$ cat config.mk
export PLATFORM = sky130hd
export DESIGN_NAME = regfile_sequencer
export DESIGN_NICKNAME = d
export VERILOG_FILES = /design/src/rtl/regfile_seq_pkg.sv /design/src/rtl/seq_alu.sv /design/src/rtl/regfile_sequencer.sv
export SDC_FILE = /design/constraint.sdc
export NUM_CORES = 1
export LEC_CHECK = 0
export CORE_MARGIN = 1
export CORE_UTILIZATION = 70
export DETAILED_ROUTE_END_ITERATION = 8
export DONT_BUFFER_PORTS = 1
export HOLD_SLACK_MARGIN = 0.1
export PLACE_DENSITY = 0.86
export SLEW_MARGIN = 20
export SYNTH_ARGS = -nofsm -noshare
export SYNTH_HDL_FRONTEND = slang
export SYNTH_SLANG_ARGS = --single-unit
$ cat constraint.sdc
create_clock -name Clock -period 6.35 [get_ports Clock]
set_input_delay 1.905 -clock Clock [delete_from_list [all_inputs] [get_ports Clock]]
set_output_delay 1.905 -clock Clock [all_outputs]
set_load 0.02 [all_outputs]
$ cat src/rtl/regfile_seq_pkg.sv
// Shared types and default widths for the register-file command sequencer.
package regfile_seq_pkg;

    localparam int SEQ_DATA_W = 16;
    localparam int SEQ_ADDR_W = 6;

    typedef enum logic [2:0] {
        OP_NOP = 3'd0,
        OP_ADD = 3'd1,
        OP_SUB = 3'd2,
        OP_AND = 3'd3,
        OP_OR  = 3'd4,
        OP_XOR = 3'd5,
        OP_MOV = 3'd6,
        OP_LDI = 3'd7
    } seq_op_t;

    typedef enum logic [1:0] {
        ST_IDLE  = 2'd0,
        ST_READ  = 2'd1,
        ST_EXEC  = 2'd2,
        ST_WRITE = 2'd3
    } seq_state_t;

endpackage

$ cat src/rtl/seq_alu.sv
// Combinational ALU for the sequencer: result, carry/borrow and zero for one op.
module seq_alu
    import regfile_seq_pkg::*;
#(
    parameter int DATA_W = SEQ_DATA_W
) (
    input  seq_op_t           op,
    input  logic [DATA_W-1:0] a,
    input  logic [DATA_W-1:0] b,
    input  logic [DATA_W-1:0] imm,
    output logic [DATA_W-1:0] result,
    output logic              carry,
    output logic              zero
);

    // One extra bit so the top bit is the carry (ADD) or the borrow (SUB).
    logic [DATA_W:0] sum_ext;
    logic [DATA_W:0] diff_ext;

    assign sum_ext  = {1'b0, a} + {1'b0, b};
    assign diff_ext = {1'b0, a} - {1'b0, b};

    // Select the result for the opcode; NOP yields zero and is ignored upstream.
    always_comb begin
        result = '0;
        carry  = 1'b0;
        case (op)
            OP_ADD: begin
                result = sum_ext[DATA_W-1:0];
                carry  = sum_ext[DATA_W];
            end
            OP_SUB: begin
                result = diff_ext[DATA_W-1:0];
                carry  = diff_ext[DATA_W];
            end
            OP_AND:  result = a & b;
            OP_OR:   result = a | b;
            OP_XOR:  result = a ^ b;
            OP_MOV:  result = b;
            OP_LDI:  result = imm;
            default: result = '0;
        endcase
        zero = (result == '0);
    end

endmodule

$ cat src/rtl/regfile_sequencer.sv
// Four-phase command sequencer (IDLE/READ/EXEC/WRITE) driving a 64x16 register file.
module regfile_sequencer
    import regfile_seq_pkg::*;
#(
    parameter int DATA_W = SEQ_DATA_W,
    parameter int ADDR_W = SEQ_ADDR_W
) (
    input  logic              Clock,
    input  logic              nReset,
    input  logic              CmdValid,
    output logic              CmdReady,
    input  logic [2:0]        CmdOp,
    input  logic [ADDR_W-1:0] CmdDst,
    input  logic [ADDR_W-1:0] CmdSrc,
    input  logic [DATA_W-1:0] CmdImm,
    output logic [ADDR_W-1:0] RfAddressA,
    output logic [ADDR_W-1:0] RfAddressB,
    output logic [DATA_W-1:0] RfWriteData,
    output logic              RfWriteEnable,
    input  logic [DATA_W-1:0] RfReadDataA,
    input  logic [DATA_W-1:0] RfReadDataB,
    output logic              Done,
    output logic              FlagZ,
    output logic              FlagC
);

    seq_state_t        state_reg, state_next;
    seq_op_t           op_reg;
    logic [ADDR_W-1:0] dst_reg, src_reg;
    logic [DATA_W-1:0] imm_reg, opa_reg, opb_reg, result_reg;
    logic              carry_reg, zero_reg;
    logic              flag_z_reg, flag_c_reg;

    logic [DATA_W-1:0] alu_result;
    logic              alu_carry, alu_zero;

    seq_alu #(.DATA_W(DATA_W)) u_alu (
        .op     (op_reg),
        .a      (opa_reg),
        .b      (opb_reg),
        .imm    (imm_reg),
        .result (alu_result),
        .carry  (alu_carry),
        .zero   (alu_zero)
    );

    // State register; reset abandons any command in flight.
    always_ff @(posedge Clock or negedge nReset) begin
        if (!nReset) state_reg <= ST_IDLE;
        else         state_reg <= state_next;
    end

    // Next state and state-decoded outputs; addresses/data come straight from registers.
    always_comb begin
        state_next    = state_reg;
        CmdReady      = 1'b0;
        RfWriteEnable = 1'b0;
        Done          = 1'b0;
        case (state_reg)
            ST_IDLE: begin
                CmdReady = 1'b1;
                if (CmdValid) state_next = ST_READ;
            end
            ST_READ:  state_next = ST_EXEC;
            ST_EXEC:  state_next = ST_WRITE;
            ST_WRITE: begin
                Done          = 1'b1;
                RfWriteEnable = (op_reg != OP_NOP);
                state_next    = ST_IDLE;
            end
            default:  state_next = ST_IDLE;
        endcase
    end

    assign RfAddressA  = dst_reg;
    assign RfAddressB  = src_reg;
    assign RfWriteData = result_reg;
    assign FlagZ       = flag_z_reg;
    assign FlagC       = flag_c_reg;

    // Command latch, operand capture, result register and flag update, one per phase.
    always_ff @(posedge Clock or negedge nReset) begin
        if (!nReset) begin
            op_reg     <= OP_NOP;
            dst_reg    <= '0;
            src_reg    <= '0;
            imm_reg    <= '0;
            opa_reg    <= '0;
            opb_reg    <= '0;
            result_reg <= '0;
            carry_reg  <= 1'b0;
            zero_reg   <= 1'b0;
            flag_z_reg <= 1'b0;
            flag_c_reg <= 1'b0;
        end else begin
            case (state_reg)
                ST_IDLE: begin
                    if (CmdValid) begin
                        op_reg  <= seq_op_t'(CmdOp);
                        dst_reg <= CmdDst;
                        src_reg <= CmdSrc;
                        imm_reg <= CmdImm;
                    end
                end
                ST_READ: begin
                    opa_reg <= RfReadDataA;
                    opb_reg <= RfReadDataB;
                end
                ST_EXEC: begin
                    result_reg <= alu_result;
                    carry_reg  <= alu_carry;
                    zero_reg   <= alu_zero;
                end
                ST_WRITE: begin
                    if (op_reg != OP_NOP) begin
                        flag_z_reg <= zero_reg;
                        flag_c_reg <= carry_reg;
                    end
                end
                default: ;
            endcase
        end
    end

endmodule
### After elaboration in Yosys (flattened, before gate mapping)

Index checks and enable logic that the tools add are counted.

| cells by class | value |
|---|---|
| add/sub/neg operators | 2 |
| $mul | 0 |
| divide/modulo/power cells | 0 |
| magnitude comparators | 0 |
| equality and inequality tests | 11 |
| shift-type cells | 0 |
| mux-type cells | 7 |
| bitwise logic cells | 3 |
| reductions and logical operators | 5 |

Operators with widths:

| kind | count |
|---|---|
| $pmux W16 S7 | 1 |
| $add A16 B16 Y17 | 1 |
| $sub A16 B16 Y17 | 1 |
| $and A16 B16 Y16 | 1 |
| $logic_not A16 Y1 | 1 |
| $or A16 B16 Y16 | 1 |
| $xor A16 B16 Y16 | 1 |
| $eq A3 B3 Y1 const B | 4 |
| $pmux W2 S4 | 1 |
| $eq A3 B2 Y1 const B | 2 |
| $eq A2 B2 Y1 const B | 2 |
| $reduce_and A2 Y1 | 2 |
| $eq A3 B1 Y1 const B | 1 |
| $mux W1 | 3 |
| $reduce_bool A3 Y1 | 1 |
| $eq A2 B1 Y1 const B | 1 |
| $logic_not A2 Y1 | 1 |
| $mux W2 | 1 |
| $ne A2 B2 Y1 const B | 1 |
| $pmux W1 S2 | 1 |

| word-level totals | value |
|---|---|
| register bits | 85 |
| bits in latches | 0 |
| bits in writable memories | 0 |
| ROM bits | 0 |
| bits of input ports | 66 |
| output and inout bits | 33 |
| word-level logic and storage cells | 40 |
| memories | 0 |

### Depth between registers and ports, before layout

Gate-level depths: netlist of run 1.

| logic depth | value |
|---|---|
| depth after elaboration | 3 |
| gate-level depth with buffers | 13 |
| mapped depth without buffers | 13 |

### Modules after synthesis

Synthesis of run 1 repeated with hierarchy kept, for this count alone.

| unflattened totals | value |
|---|---|
| cell total of the unflattened synthesis | 653 |
| area, all modules | 6,388.6 um^2 |

By module, submodules not included:

| module | instances | cells an instance | area each (um^2) | seq. area each (um^2) |
|---|---|---|---|---|
| regfile_sequencer | 1 | 191 | 3,382.0 | 2,127.0 |
| seq_alu | 1 | 462 | 3,006.6 | 0.0 |

### Worst setup path before layout of run 1

Ideal clock, no wire load.

| timing | value |
|---|---|
| kind | reg-to-output |
| start point | reg op_reg[2] |
| end point | out RfWriteEnable |
| arrival time | 1.464 ns |
| data required time | 4.445 ns |
| slack | 2.981 ns |
| stages on the path, launching flop included | 6 |
| buffers on the path | 3 |
| cell sequence | dfrtp_1 > buf_2 > buf_2 > buf_2 > o31ai_1 > inv_1 |

| on the way | value |
|---|---|
| word-level cells in the longest chain between the ends | 2 |

Ends and longest elaborated chain:

| item | line | source |
|---|---|---|
| start: declaration | regfile_sequencer.sv:28 | `seq_op_t op_reg;` |
| start signal: assignment | regfile_sequencer.sv:99 | `op_reg <= seq_op_t'(CmdOp);` |
| $reduce_bool A3 Y1 | regfile_sequencer.sv:68 | `RfWriteEnable = (op_reg != OP_NOP);` |
| $mux W1 | regfile_sequencer.sv:59 | `case (state_reg)` |
| end: declaration | regfile_sequencer.sv:19 | `output logic RfWriteEnable,` |

Every way passes these cells.

### Worst setup path after layout of run 1

| timing | value |
|---|---|
| start point | reg op_reg[0] |
| end point | out RfWriteEnable |

The elaborated chain is that of the path after synthesis.

==> flow_metrics.tcl, run 1 <==
set metrics [dict create \
    status "finished clean" \
    cts_sinks 85 \
    yosysWarnings 0 \
    synth_cell_types 75 \
    portBuffers 0 \
    drt-vias-per-instance 6.71 \
    track_usage_pct 35.7 \
    arrival_ns 1.76 \
    synth_top_area_share_pct 35.0 \
    grt_max_degree 86 \
    die_w_um 95.2 \
    cts_tree "yes" \
    cts_root_buf "clkbuf_8" \
    synth_top_family_by_area "compound AO/OA/AOI/OAI gates" \
    final.period_utilization_pct 57.7 \
    multi_input_area_um2 3550 \
    crit_buf_inv 1 \
    io_pins 99 \
    r2r_start "op_reg[0]" \
    synth_compound_area_share_pct 21.9 \
    yosys-top-cells-count "85 x dfrtp_1, 60 x nor2_1, 53 x a21oi_1, 53 x inv_1, 52 x ha_1" \
    tightest_slew_ns 1.10 \
    die-area_um2 9060 \
    clock_latency_ns 0.37 \
    routed-via-count 5091 \
    worstHoldStart "imm_reg[3]" \
    die_h_um 95.2 \
    postRouteAntennaNets 0 \
    ys_ff_latch 85 \
    syn-cell-area_um2 6080 \
    area_delta_synth_final_pct 3.03 \
    finalWirelength_um 15700 \
    start_util_pct 73.2 \
    final_nets 769 \
    finClkSkew_ns 0.0157 \
    rr_worst_depth 9 \
    cp_cell_sequence "o31ai_1 -> inv_1" \
    async_flop_share_pct 100 \
    cts_inserted_buffers 9 \
    cts-htree-levels 3 \
    holdWs_ns 0.516 \
    required_ns 4.45 \
    drc 0 \
    critPathMaxStageDelay_ns 0.62 \
    synth.most_common_cell "dfrtp_1" \
    finalNonFillerCells 759 \
    postSynthAreaPerCell_um2 9.03 \
    drt_pass1_iterations 7 \
    ff_latch_area_um2 2130 \
    fin_crit_ns 3.66 \
    tns_ns 0 \
    syn_nets 793 \
    antenna_found_initial 2 \
    hold_class "reg2reg" \
    fmax_mhz 273 \
    slew_violations 0 \
    wire_per_inst_um 20.7 \
    synth_top_flop_cell "dfrtp_1" \
    slowest_stage "dfrtp_1" \
    seq_area_frac_synth_pct 35.0 \
    drive_gt1_share_pct 13.3 \
    drv_cap 0 \
    synth_area_leaders "dfrtp_1 35%, ha_1 11%, mux2_2 7.0%" \
    rsz0062_at_grt "no" \
    synth_top_cell_by_area "dfrtp_1" \
    synth_edf_count 0 \
    cts_resized 0 \
    final.fill_count 603 \
    critPathLaunchType "register" \
    diodes 0 \
    critPathCaptureType "primary output" \
    gp_congestion 0.923 \
    grt_pass1_vias 5025 \
    synth_simple_gate_area_share_pct 15.0 \
    cp_max_fo 16 \
    synth_fa_ha_area_share_pct 11.4 \
    crit_family "flip-flops" \
    clock_path_buffers 2 \
    yosys.area_share.xor_xnor_pct 0.432 \
    clk_pin_slew_ns 0.10 \
    grt_overflow 0 \
    relSlewSlack_pct 26.8 \
    cts_setup_buffers 0 \
    reg2reg_slack_ns 3.17 \
    min_to "imm_reg[3]" \
    dp_cells 743 \
    hpwl_um 11200 \
    hold_violations 0 \
    r2r_end "zero_reg" \
    first_iter_violations 598 \
    fp.coreArea_um2 8300 \
    finalSetupViolations 0 \
    grt_pass1_wl_um 24500 \
    hold_buffers 0 \
    muxShareOfSynthArea_pct 9.74 \
    hold_path_depth 1 \
    worstSetupPathType "reg2out" \
    netlist_instances 673 \
    rows 33 \
]
-- layout by cell type (no fill, tap or decap), types with 4 or more instances in the layout --
| master | netlist | routed |
|---|---|---|
| dfrtp_1 | 85 | 85 |
| nor2_1 | 60 | 60 |
| inv_1 | 53 | 53 |
| a21oi_1 | 53 | 53 |
| ha_1 | 52 | 51 |
| nand2_1 | 49 | 49 |
| o21ai_0 | 47 | 47 |
| mux2_2 | 38 | 38 |
| nor2b_1 | 14 | 14 |
| mux2i_1 | 13 | 13 |
| nor3_1 | 11 | 11 |
| nand3_1 | 9 | 9 |
| clkbuf_8 | 0 | 9 |
| a21o_1 | 8 | 8 |
| nand2b_1 | 8 | 8 |
| a22oi_1 | 7 | 7 |
| o211ai_1 | 7 | 7 |
| a211oi_1 | 6 | 6 |
| o22ai_1 | 6 | 6 |
| nand4_1 | 5 | 5 |
| a31oi_1 | 5 | 5 |
| or3_1 | 5 | 5 |
| nor4_1 | 5 | 5 |
| a221oi_1 | 5 | 5 |
| buf_4 | 4 | 5 |
| a21oi_2 | 4 | 4 |
| o221ai_1 | 4 | 4 |
| and3_1 | 4 | 4 |
| a211o_1 | 4 | 4 |
-- stage by stage --
step	util [%]	instance area, um^2	setup slack (ns)
after global routing	75.5	6260	2.63
after global placement	73.0	6060	3.18
after CTS	75.5	6260	2.69
after detailed placement	73.0	6060	3.10
after floorplan	-	6080	2.98
final	75.5	6260	2.69
-- cell families after synthesis --
group	after synthesis
AOI/OAI and AO/OA	195
and+or+nand+nor	187
buffers and inverters	96
DFF	85
adders and majority gates	54
muxes	53
xor gates and xnor gates	3
-- routing by layer --
layer	global-route usage [%]	vias up	wire, um
met4	13.6	4	306
met5	0	-	27
met1	47.5	2460	6740
met3	8.13	34	1400
li1	-	2345	-
met2	56.4	248	7210
-- worst reg2reg max path, delay by kind of cell (launching register included) --
kind                   cells  cell delay (ns)
DFF                        1             0.75
and+or+nand+nor            4             1.10
buffers and inverters      1             0.37
AOI/OAI and AO/OA          4             0.91
-- how the worst max path moves through the flow --
stage / to / from / cells past startpoint
2_1_floorplan: RfWriteEnable / op_reg[2] / 5
3_3_place_gp: RfWriteEnable / op_reg[0] / 2
3_5_place_dp: RfWriteEnable / op_reg[0] / 2
4_1_cts: RfWriteEnable / op_reg[0] / 2
5_1_grt: RfWriteEnable / op_reg[0] / 2
6_report: RfWriteEnable / op_reg[0] / 2
-- cell type report --
cell class / count / area share, %
clock buffer: 9 / 1.98
clock inverter: 7 / 1.28
inverter: 56 / 3.36
multi-input combinational: 492 / 56.7
sequential: 85 / 34.0
tap: 105 / 2.10
timing repair buffer: 5 / 0.599
Power of run 1 is left out: the tool's default activity adds up to more than one toggle a clock period on the data nets, which glitch-free logic cannot reach.
==> run 2, diff against run 1 <==
--- a/config.mk
+++ b/config.mk
@@ -6,11 +6,11 @@
 export NUM_CORES = 1
 export LEC_CHECK = 0
 export CORE_MARGIN = 1
-export CORE_UTILIZATION = 70
+export CORE_UTILIZATION = 65
 export DETAILED_ROUTE_END_ITERATION = 8
 export DONT_BUFFER_PORTS = 1
 export HOLD_SLACK_MARGIN = 0.1
-export PLACE_DENSITY = 0.86
+export PLACE_DENSITY = 0.81
 export SLEW_MARGIN = 20
 export SYNTH_ARGS = -nofsm -noshare
 export SYNTH_HDL_FRONTEND = slang
==> constraint.sdc (replaced) <==
create_clock -name Clock -period 3.5 [get_ports Clock]
set_input_delay 1.05 -clock Clock [delete_from_list [all_inputs] [get_ports Clock]]
set_output_delay 1.05 -clock Clock [all_outputs]
set_load 0.02 [all_outputs]
==> run 2 against run 1 <==
Clock-buffer cell count unchanged. Cell count grew 1.7%. Critical path depth rose by 9. Largest cell class unchanged. Non-clock buffer count is 10 higher. Worst setup slack got worse by 2.3 ns. Register-to-register slack got worse by 2.8 ns. Sequential share of layout area is 0.43 points lower. Routed wire length rose by 0.84%.
==> flow_metrics.tcl, run 2 (synthesis results as in run 1) <==
set metrics [dict create \
    hpwl_um 11700 \
    antenna_found_initial 0 \
    cts_sinks 85 \
    cts-htree-levels 3 \
    cts_root_buf "clkbuf_8" \
    gp_congestion 0.984 \
    mostFrequentLayoutCell "dfrtp_1" \
    fin_crit_ns 3.15 \
    track_usage_pct 33.7 \
    fmax_mhz 317 \
    cts_inserted_buffers 9 \
    rsz0062_at_grt "no" \
    first_iter_violations 273 \
    critPathCaptureType "register" \
    slowest_stage "dfrtp_1" \
    diodes 0 \
    finalWirelength_um 15800 \
    layout_common_cells "85 x dfrtp_1, 60 x nor2_1, 53 x inv_1, 53 x a21oi_1, 51 x ha_1" \
    crit_top_cell "a21oi_1" \
    portBuffers 0 \
    cp_max_fo 4 \
    wire_per_inst_um 20.5 \
    die-area_um2 9740 \
    drv_cap 0 \
    clock_path_buffers 2 \
    hold_class "in2async" \
    final_nets 779 \
    critPathLaunchType "register" \
    status "finished clean" \
    drt-vias-per-instance 6.54 \
    hold_buffers 0 \
    cts_resized 0 \
    finalSetupViolations 0 \
    arrival_ns 3.46 \
    rows 34 \
    cts_setup_buffers 0 \
    start_util_pct 68.4 \
    cts_tree "yes" \
    cp_cell_sequence "inv_1 -> ha_1 -> nor2_1 -> o311ai_0 -> a21oi_1 -> a221oi_1 -> xor2_1 -> a21oi_1 -> nand4_1 -> nor4_1 -> a32o_2" \
    io_pins 99 \
    relSlewSlack_pct 31.5 \
    tightest_slew_ns 1.03 \
    critPathMaxStageDelay_ns 0.47 \
    worstSetupPathType "reg2reg" \
    required_ns 3.80 \
    area_delta_synth_final_pct 4.34 \
    hold_violations 0 \
    clock_latency_ns 0.37 \
    grt_max_degree 86 \
    tns_ns 0 \
    die_h_um 98.7 \
    postRouteAntennaNets 0 \
    finClkSkew_ns 0.0141 \
    drive_gt1_share_pct 14.6 \
    grt_pass1_wl_um 25600 \
    grt_overflow 0 \
    slew_violations 0 \
    die_w_um 98.7 \
    final.period_utilization_pct 90.0 \
    drt_pass1_iterations 5 \
    fp.coreArea_um2 8890 \
    grt_pass1_vias 5101 \
    clk_pin_slew_ns 0.09 \
    routed-via-count 5046 \
    drc 0 \
]
## run 2: changes by cell type in the layout (fill, tap and decap cells not counted), sizes merged
cell / before / now
clkinvlp: 1 / 3
buf: 5 / 15
inv: 60 / 59
clkinv: 1 / 0
## run 2: cell type report
class | instances | area [um^2]
Multi-Input combinational cell | 492 | 3550
Clock inverter | 7 | 81.3
Tap cell | 108 | 135
Inverter | 56 | 210
Sequential cell | 85 | 2130
Timing Repair Buffer | 15 | 113
Fill cell | 681 | 2550
Clock buffer | 9 | 124
## run 2: critical path, delay by kind of cell, from the launching register on
kind	cells	cell delay, ns
AOI/OAI and AO/OA	5	1.60
DFF	1	0.47
and+or+nand+nor	3	0.43
adders and majority gates	1	0.34
buffers and inverters	1	0.14
xor gates and xnor gates	1	0.12
## run 2: path summary, 6_finish.rpt
kind / start / endpoint / slack, ns / cells past startpoint
min reg2reg: imm_reg[4] / imm_reg[4] / 0.51 / 1
min: nReset / imm_reg[1] / 0.37 / 0
max in group asynchronous: nReset / RfAddressA[2] / 3.03 / 0
min in group Clock: imm_reg[4] / imm_reg[4] / 0.51 / 1
max: opa_reg[1] / zero_reg / 0.35 / 11
max reg2reg: opa_reg[1] / zero_reg / 0.35 / 11
## run 2: metal layers
metal  track usage (%)  wire (um)  vias to the layer above
met5                 0          0                        -
met4              14.0        425                        0
met3              7.52       1270                       36
met2              54.7       7290                      238
met1              43.9       6830                     2416
li1                  -          -                     2356
## run 2: stage by stage
| stage | std cells | hold WS [ns] | utilization (%) | worst slack, ns | area (um^2) |
|---|---|---|---|---|---|
| CTS | 772 | 0.356 | 71.3 | 0.404 | 6340 |
| floorplan | 673 | 0.457 | - | 0.799 | 6080 |
| global route | 772 | 0.351 | 71.3 | 0.0396 | 6340 |
| finish | 772 | 0.367 | 71.3 | 0.349 | 6340 |
| detailed placement | 756 | 0.489 | 69.0 | 0.445 | 6140 |
| global placement | 756 | 0.486 | 69.0 | 0.360 | 6140 |
Power of run 2 is left out for the same reason.
